**src/rtl/bram_stream_reader_pkg.sv**
```systemverilog
// Shared definitions for the BRAM burst stream reader.
//   - supported RAM read latencies (low-latency vs high-performance RAM)
//   - FSM state encoding
//   - tag carried alongside each RAM read through the read pipeline
//   - clog2 for address/pointer sizing
package bram_stream_reader_pkg;

  localparam int RD_LAT_LOW  = 1;
  localparam int RD_LAT_HIGH = 3;

  localparam logic [1:0] ST_IDLE  = 2'd0;
  localparam logic [1:0] ST_ISSUE = 2'd1;
  localparam logic [1:0] ST_DRAIN = 2'd2;

  // Rides next to a RAM read: marks the RAM output as a real word and
  // flags the final word of the burst.
  typedef struct packed {
    logic valid;
    logic last;
  } tag_t;

  // Never returns 0 so a depth-1 memory still gets a legal 1-bit address.
  function automatic int clog2(input int n);
    int r;
    int v;
    r = 0;
    v = n - 1;
    while (v > 0) begin
      r++;
      v = v >> 1;
    end
    return (r == 0) ? 1 : r;
  endfunction

endpackage

```
**src/rtl/bram_stream_reader_fifo.sv**
```systemverilog
// sync_stream_fifo: single-clock FIFO buffering RAM words for the stream.
//   clk, rst      : clock, synchronous active-high reset (empties the FIFO)
//   push/pushData : write one entry; legal when full only together with pop
//   pop/popData   : popData shows the head entry; pop removes it
//   full, empty   : occupancy flags
module sync_stream_fifo
  import bram_stream_reader_pkg::*;
#(
  parameter int W     = 33,
  parameter int DEPTH = 4
) (
  input  logic         clk,
  input  logic         rst,
  input  logic         push,
  input  logic [W-1:0] pushData,
  input  logic         pop,
  output logic [W-1:0] popData,
  output logic         full,
  output logic         empty
);

  localparam int AW = clog2(DEPTH);

  if (DEPTH < 2 || (DEPTH & (DEPTH - 1)) != 0) begin : gBadDepth
    $error("sync_stream_fifo: DEPTH must be a power of two >= 2");
  end

  logic [W-1:0]  mem [DEPTH];
  logic [AW-1:0] wrPtr, rdPtr;
  logic [AW:0]   count;

  assign full    = (count == (AW+1)'(DEPTH));
  assign empty   = (count == '0);
  assign popData = mem[rdPtr];

  // Pointers wrap naturally because DEPTH is a power of two. When full,
  // a push lands in the slot being popped this same cycle.
  always_ff @(posedge clk) begin
    if (rst) begin
      wrPtr <= '0;
      rdPtr <= '0;
      count <= '0;
    end else begin
      if (push) wrPtr <= wrPtr + AW'(1);
      if (pop)  rdPtr <= rdPtr + AW'(1);
      case ({push, pop})
        2'b10:   count <= count + (AW+1)'(1);
        2'b01:   count <= count - (AW+1)'(1);
        default: count <= count;
      endcase
    end
  end

  always_ff @(posedge clk) begin
    if (push) mem[wrPtr] <= pushData;
  end

endmodule

```
**src/rtl/bram_stream_reader.sv**
```systemverilog
// bram_stream_reader: burst read controller for one port of a no-change BRAM.
//   cmd_valid/cmd_ready/cmd_addr/cmd_len : burst command (len 0 = no-op)
//   ram_addr/ram_rden/ram_dout           : RAM read port; rden also clocks
//                                          the RAM output register chain
//   m_valid/m_ready/m_data/m_last        : output word stream
//   busy                                 : burst in flight or words buffered
module bram_stream_reader
  import bram_stream_reader_pkg::*;
#(
  parameter int C_RAM_WIDTH  = 32,
  parameter int C_RAM_DEPTH  = 1024,
  parameter int C_RD_LATENCY = 1,
  parameter int C_FIFO_DEPTH = 4,
  parameter int C_LEN_WIDTH  = 16
) (
  input  logic                            clk,
  input  logic                            rst,
  input  logic                            cmd_valid,
  output logic                            cmd_ready,
  input  logic [clog2(C_RAM_DEPTH)-1:0]   cmd_addr,
  input  logic [C_LEN_WIDTH-1:0]          cmd_len,
  output logic [clog2(C_RAM_DEPTH)-1:0]   ram_addr,
  output logic                            ram_rden,
  input  logic [C_RAM_WIDTH-1:0]          ram_dout,
  output logic                            m_valid,
  input  logic                            m_ready,
  output logic [C_RAM_WIDTH-1:0]          m_data,
  output logic                            m_last,
  output logic                            busy
);

  localparam int AW = clog2(C_RAM_DEPTH);
  localparam int L  = C_RD_LATENCY;

  if (L != RD_LAT_LOW && L != RD_LAT_HIGH) begin : gBadLatency
    $error("bram_stream_reader: C_RD_LATENCY must be 1 or 3");
  end

  logic [1:0]             state;
  logic [AW-1:0]          addr, lastAddr;
  logic [C_LEN_WIDTH-1:0] remaining;
  tag_t                   vpipe [L];

  logic                   fifoFull, fifoEmpty, push, pop;
  logic                   issue, lastIssue;
  logic                   anyValid, lowerValid, pipeEmptyNext;
  logic [C_RAM_WIDTH:0]   fifoOut;

  assign pop     = !fifoEmpty && m_ready;
  assign m_valid = !fifoEmpty;
  assign m_data  = fifoOut[C_RAM_WIDTH:1];
  assign m_last  = !fifoEmpty && fifoOut[0];

  // Advancing the RAM chain is only unsafe when its output holds a real
  // word that the FIFO cannot take this cycle.
  assign ram_rden  = (state != ST_IDLE) &&
                     (!vpipe[L-1].valid || !fifoFull || pop);
  assign issue     = (state == ST_ISSUE) && ram_rden;
  assign lastIssue = issue && (remaining == C_LEN_WIDTH'(1));
  assign push      = ram_rden && vpipe[L-1].valid;

  // Hold the last issued address outside ISSUE so drain reads are inert.
  assign ram_addr  = (state == ST_ISSUE) ? addr : lastAddr;
  assign cmd_ready = (state == ST_IDLE) && !rst;
  assign busy      = (state != ST_IDLE) || anyValid || !fifoEmpty;

  // Tag pipeline is empty after this edge if nothing remains, or if the
  // only valid tag is in the last stage and it shifts out now.
  always_comb begin
    anyValid   = 1'b0;
    lowerValid = 1'b0;
    for (int i = 0; i < L; i++)     anyValid   |= vpipe[i].valid;
    for (int i = 0; i < L - 1; i++) lowerValid |= vpipe[i].valid;
    pipeEmptyNext = ram_rden ? !(lowerValid || issue) : !anyValid;
  end

  always_ff @(posedge clk) begin
    if (rst) begin
      for (int i = 0; i < L; i++) vpipe[i] <= '0;
    end else if (ram_rden) begin
      vpipe[0] <= '{valid: issue, last: lastIssue};
      for (int i = 1; i < L; i++) vpipe[i] <= vpipe[i-1];
    end
  end

  always_ff @(posedge clk) begin
    if (rst) begin
      state     <= ST_IDLE;
      addr      <= '0;
      lastAddr  <= '0;
      remaining <= '0;
    end else begin
      case (state)
        ST_IDLE: begin
          if (cmd_valid && cmd_len != '0) begin
            addr      <= cmd_addr;
            remaining <= cmd_len;
            state     <= ST_ISSUE;
          end
        end
        ST_ISSUE: begin
          if (issue) begin
            lastAddr  <= addr;
            addr      <= (addr == AW'(C_RAM_DEPTH - 1)) ? '0 : addr + AW'(1);
            remaining <= remaining - C_LEN_WIDTH'(1);
            if (lastIssue) state <= ST_DRAIN;
          end
        end
        ST_DRAIN: begin
          if (pipeEmptyNext) state <= ST_IDLE;
        end
        default: state <= ST_IDLE;
      endcase
    end
  end

  sync_stream_fifo #(
    .W     (C_RAM_WIDTH + 1),
    .DEPTH (C_FIFO_DEPTH)
  ) uFifo (
    .clk      (clk),
    .rst      (rst),
    .push     (push),
    .pushData ({ram_dout, vpipe[L-1].last}),
    .pop      (pop),
    .popData  (fifoOut),
    .full     (fifoFull),
    .empty    (fifoEmpty)
  );

endmodule

```
**config.mk**
```make
export PLATFORM = sky130hd
export DESIGN_NAME = bram_stream_reader
export DESIGN_NICKNAME = d
export VERILOG_FILES = /design/src/rtl/bram_stream_reader_pkg.sv /design/src/rtl/bram_stream_reader_fifo.sv /design/src/rtl/bram_stream_reader.sv
export SDC_FILE = /design/constraint.sdc
export NUM_CORES = 1
export LEC_CHECK = 0
export ABC_AREA = 1
export CAP_MARGIN = 10
export CORE_MARGIN = 2
export CORE_UTILIZATION = 50
export DETAILED_ROUTE_END_ITERATION = 7
export PLACE_DENSITY = 0.74
export SYNTH_ARGS = -nofsm -noshare
export SYNTH_HDL_FRONTEND = slang
export SYNTH_SLANG_ARGS = --single-unit
```
**constraint.sdc**
```tcl
create_clock -name clk -period 3.59 [get_ports clk]
set_input_delay 0.8975 -clock clk [delete_from_list [all_inputs] [get_ports clk]]
set_output_delay 0.8975 -clock clk [all_outputs]
set_load 0.03 [all_outputs]
```
==> flow_metrics.tcl <==
set metrics [dict create \
    status "complete, no violations" \
    max-slew-margin-rel_pct 59.3 \
    grt_pass1_wl_um 27800 \
    track_usage_pct 21.6 \
    cp_data_required_time_ps 2690 \
    grt-ovfl-total 0 \
    ys.flop_type "edfxtp_1" \
    htree_levels 4 \
    tightest_slew_ps 610 \
    crit_type "register to output port" \
    synth_enable_flop_cells 134 \
    r2r_start "uFifo.count[1]$_SDFFE_PP0P_" \
    vias 6004 \
    yosys.cell_types.count 36 \
    cts_tree "built" \
    drt_iter0_markers 473 \
    first_pass_iters 5 \
    crit_family "buffers and inverters" \
    place_hpwl_um 11300 \
    dieArea_sq_um 16700 \
    reg2reg_to "uFifo.count[2]$_SDFFE_PP0P_" \
    wl_per_cell_um 15.7 \
    wirelength_um 17600 \
    post-cts-setup-buffers 0 \
    clk_path_buf_depth 2 \
    yosysSeqAreaShare_pct 63.2 \
    ant_nets 0 \
    fp-row-count 45 \
    clk_latency_ps 430 \
    p_sw_mw 2.07 \
    setup_viol 0 \
    drv_cap 0 \
    crit_chain "buf_4, o21ai_0, o22ai_1, clkdlybuf4s50_1" \
    die_height_um 129 \
    critPathArrivalTime_ps 2470 \
    first_global_vias 5631 \
    area_delta_synth_final_pct 25.8 \
    hold_path_class "register to register" \
    insertedDiodeCount 0 \
    power.share.sequential_pct 38.6 \
    clk_pin_slew_ps 60 \
    critPathMaxFanout 26 \
    pwr-share-clk_pct 32.1 \
    layout-drive-gt1-share_pct 8.93 \
    slew_violations 0 \
    slowest_delay_ps 720 \
    leakagePower_nw 3.58 \
    avgSynthCellArea_sq_um 9.97 \
    initial_core_util_pct 51.5 \
    antenna_found_initial 0 \
    fp.dieW_um 129 \
    reg2reg_depth 11 \
    grt_setup_unrepaired "false" \
    final_area_sq_um 9890 \
    vias_per_cell 5.37 \
    final_core_util_pct 64.8 \
    slowest_stage "clkdlybuf4s50_1" \
    powerDensity_nw_per_um2 643 \
    core_sq_um 15300 \
    io_buffer_count 108 \
    syn_inst 788 \
    grt_max_degree 67 \
    async_reset_ff_share_pct 0 \
    place.gp.congestion 0.820 \
    ys_warn_count 0 \
    placed_area_sq_um 9230 \
    cp-end-kind "output port" \
    ir_worst_vdd_mv 0.375 \
    start_kind "register" \
    fmax_mhz 297 \
    min_period_ps 3370 \
    power.internal_mw 4.29 \
    crit_end "m_data[22]" \
    p_sw_share_pct 32.5 \
    skew_ps 8.08 \
    numCtsBuffers 17 \
    nets 965 \
    drc 0 \
    cts_resized 0 \
    cts-root-buf "clkbuf_16" \
    synth-seq-cells 181 \
    fin_crit_sh_pct 93.9 \
    synth_nets 859 \
    cts.sinks 181 \
    fin_setup_tns_ps 0 \
    pwr-share-comb_pct 29.3 \
    hold_start "uFifo.rdPtr[1]$_SDFFE_PP0P_" \
    r2r_slack_ps 1530 \
    synth_area_sq_um 7860 \
    crit_cells 4 \
    io_pins 109 \
    crit_buf_inv 2 \
    hold_buffers 0 \
    hold_viol_final 0 \
]
==> cells in the mapped netlist (all sizes together), types with 3 or more instances <==
cell type | number | area [sq um]
nand2 | 104 | 413
nand3 | 46 | 248
buf | 16 | 120
o22ai | 32 | 200
nor3 | 3 | 26.3
nand3b | 3 | 22.5
ha | 8 | 100
o21ai | 128 | 641
or2 | 3 | 18.8
edfxtp | 134 | 4020
dfxtp | 47 | 941
a21oi | 21 | 109
nor2 | 160 | 633
inv | 51 | 194
clkbuf | 22 | 82.6
==> layout make-up <==
class,count,area (sq um)
repair buffers,125,1280
inverters,51,194
well taps,211,264
clock buffers,17,425
multi-input cells,518,2530
fillers,1223,5370
clock inverters,15,226
flip-flops and latches,181,4970
==> per-layer routing <==
metal	part of all wire, %	vias to the layer above	track usage [%]
li1	-	2932	-
met1	45	2855	28.6
met2	48	194	36.0
met3	5.4	23	4.29
met4	1.4	0	6.84
met5	0	-	0
==> logic make-up (layout without fill, tap and decap cells) <==
family | Yosys count | after routing | synth area share [%]
xor gates and xnor gates | 3 | 3 | 0.334
buffers and inverters | 89 | 208 | 5.05
and+or+nand+nor | 321 | 321 | 17.5
adders and majority gates | 9 | 9 | 1.53
DFF | 181 | 181 | 63.2
AOI/OAI and AO/OA | 185 | 185 | 12.4
==> flip-flops by register name, summed over array words and instances, names as in the netlist, named ones only <==
register,count
vpipe,2
uFifo.count,3
uFifo.rdPtr,2
remaining,16
lastAddr,10
uFifo.mem,132
addr,10
uFifo.wrPtr,2
state,2
==> through the flow <==
step / total power [mW] / setup WS (ps) / std cells / hold slack [ps]
2_1_floorplan: 3.67 / -8.99 / 788 / 436
3_3_place_gp: 4.33 / 264 / 1086 / 452
3_5_place_dp: 4.37 / 245 / 1086 / 463
4_1_cts: 6.39 / 196 / 1118 / 473
5_1_grt: 6.65 / 101 / 1118 / 501
6_report: 6.36 / 218 / 1118 / 472
==> power groups by stage <==
stage	sequential (mW)	combinational [mW]	clock [mW]
floorplan	2.48	1.19	0
global placement	2.50	1.84	0
detailed placement	2.50	1.87	0
CTS	2.46	1.87	2.07
global route	2.47	2.04	2.14
finish	2.46	1.86	2.04
==> worst register-to-register path: stages, from the launching register on <==
cell and delay (ps):
dfxtp_1 360, inv_2 60, nand2_2 80, nor2_1 100, nor2_1 250, ha_1 200
inv_1 70, fa_1 380, a21oi_1 140, o21ai_0 110, o21ai_0 150, a21oi_1 60
==> cells in the final DEF (no fill, tap or decap), types with 2 or more instances in the layout <==
| cell type | n |
|---|---|
| inv_1 | 45 |
| clkinv_2 | 3 |
| buf_4 | 12 |
| nor2_2 | 7 |
| nand2_1 | 99 |
| o22ai_1 | 32 |
| inv_6 | 2 |
| inv_2 | 4 |
| buf_12 | 6 |
| o21ai_1 | 5 |
| edfxtp_1 | 134 |
| nand3_1 | 44 |
| clkinvlp_4 | 2 |
| a31oi_1 | 2 |
| nand2_4 | 2 |
| or2_2 | 3 |
| o21ai_0 | 123 |
| nor2_1 | 147 |
| nand4_1 | 2 |
| clkdlybuf4s50_1 | 107 |
| clkinv_4 | 2 |
| bufinv_16 | 5 |
| ha_1 | 8 |
| dfxtp_1 | 46 |
| xor2_1 | 2 |
| nand3b_1 | 3 |
| nor2_4 | 6 |
| clkbuf_16 | 17 |
| nand2_2 | 3 |
| a21oi_1 | 20 |
| nor3_1 | 2 |
==> how the worst min path moves through the flow <==
stage,slack [ps],cells after the start,to
global placement,450,1,uFifo.rdPtr[0]$_SDFFE_PP0P_
CTS,470,2,uFifo.rdPtr[1]$_SDFFE_PP0P_
finish,470,2,uFifo.rdPtr[1]$_SDFFE_PP0P_
global route,500,1,uFifo.rdPtr[0]$_SDFFE_PP0P_
detailed placement,460,2,uFifo.rdPtr[1]$_SDFFE_PP0P_
floorplan,440,2,register
Power figures use the tool's default switching activity.
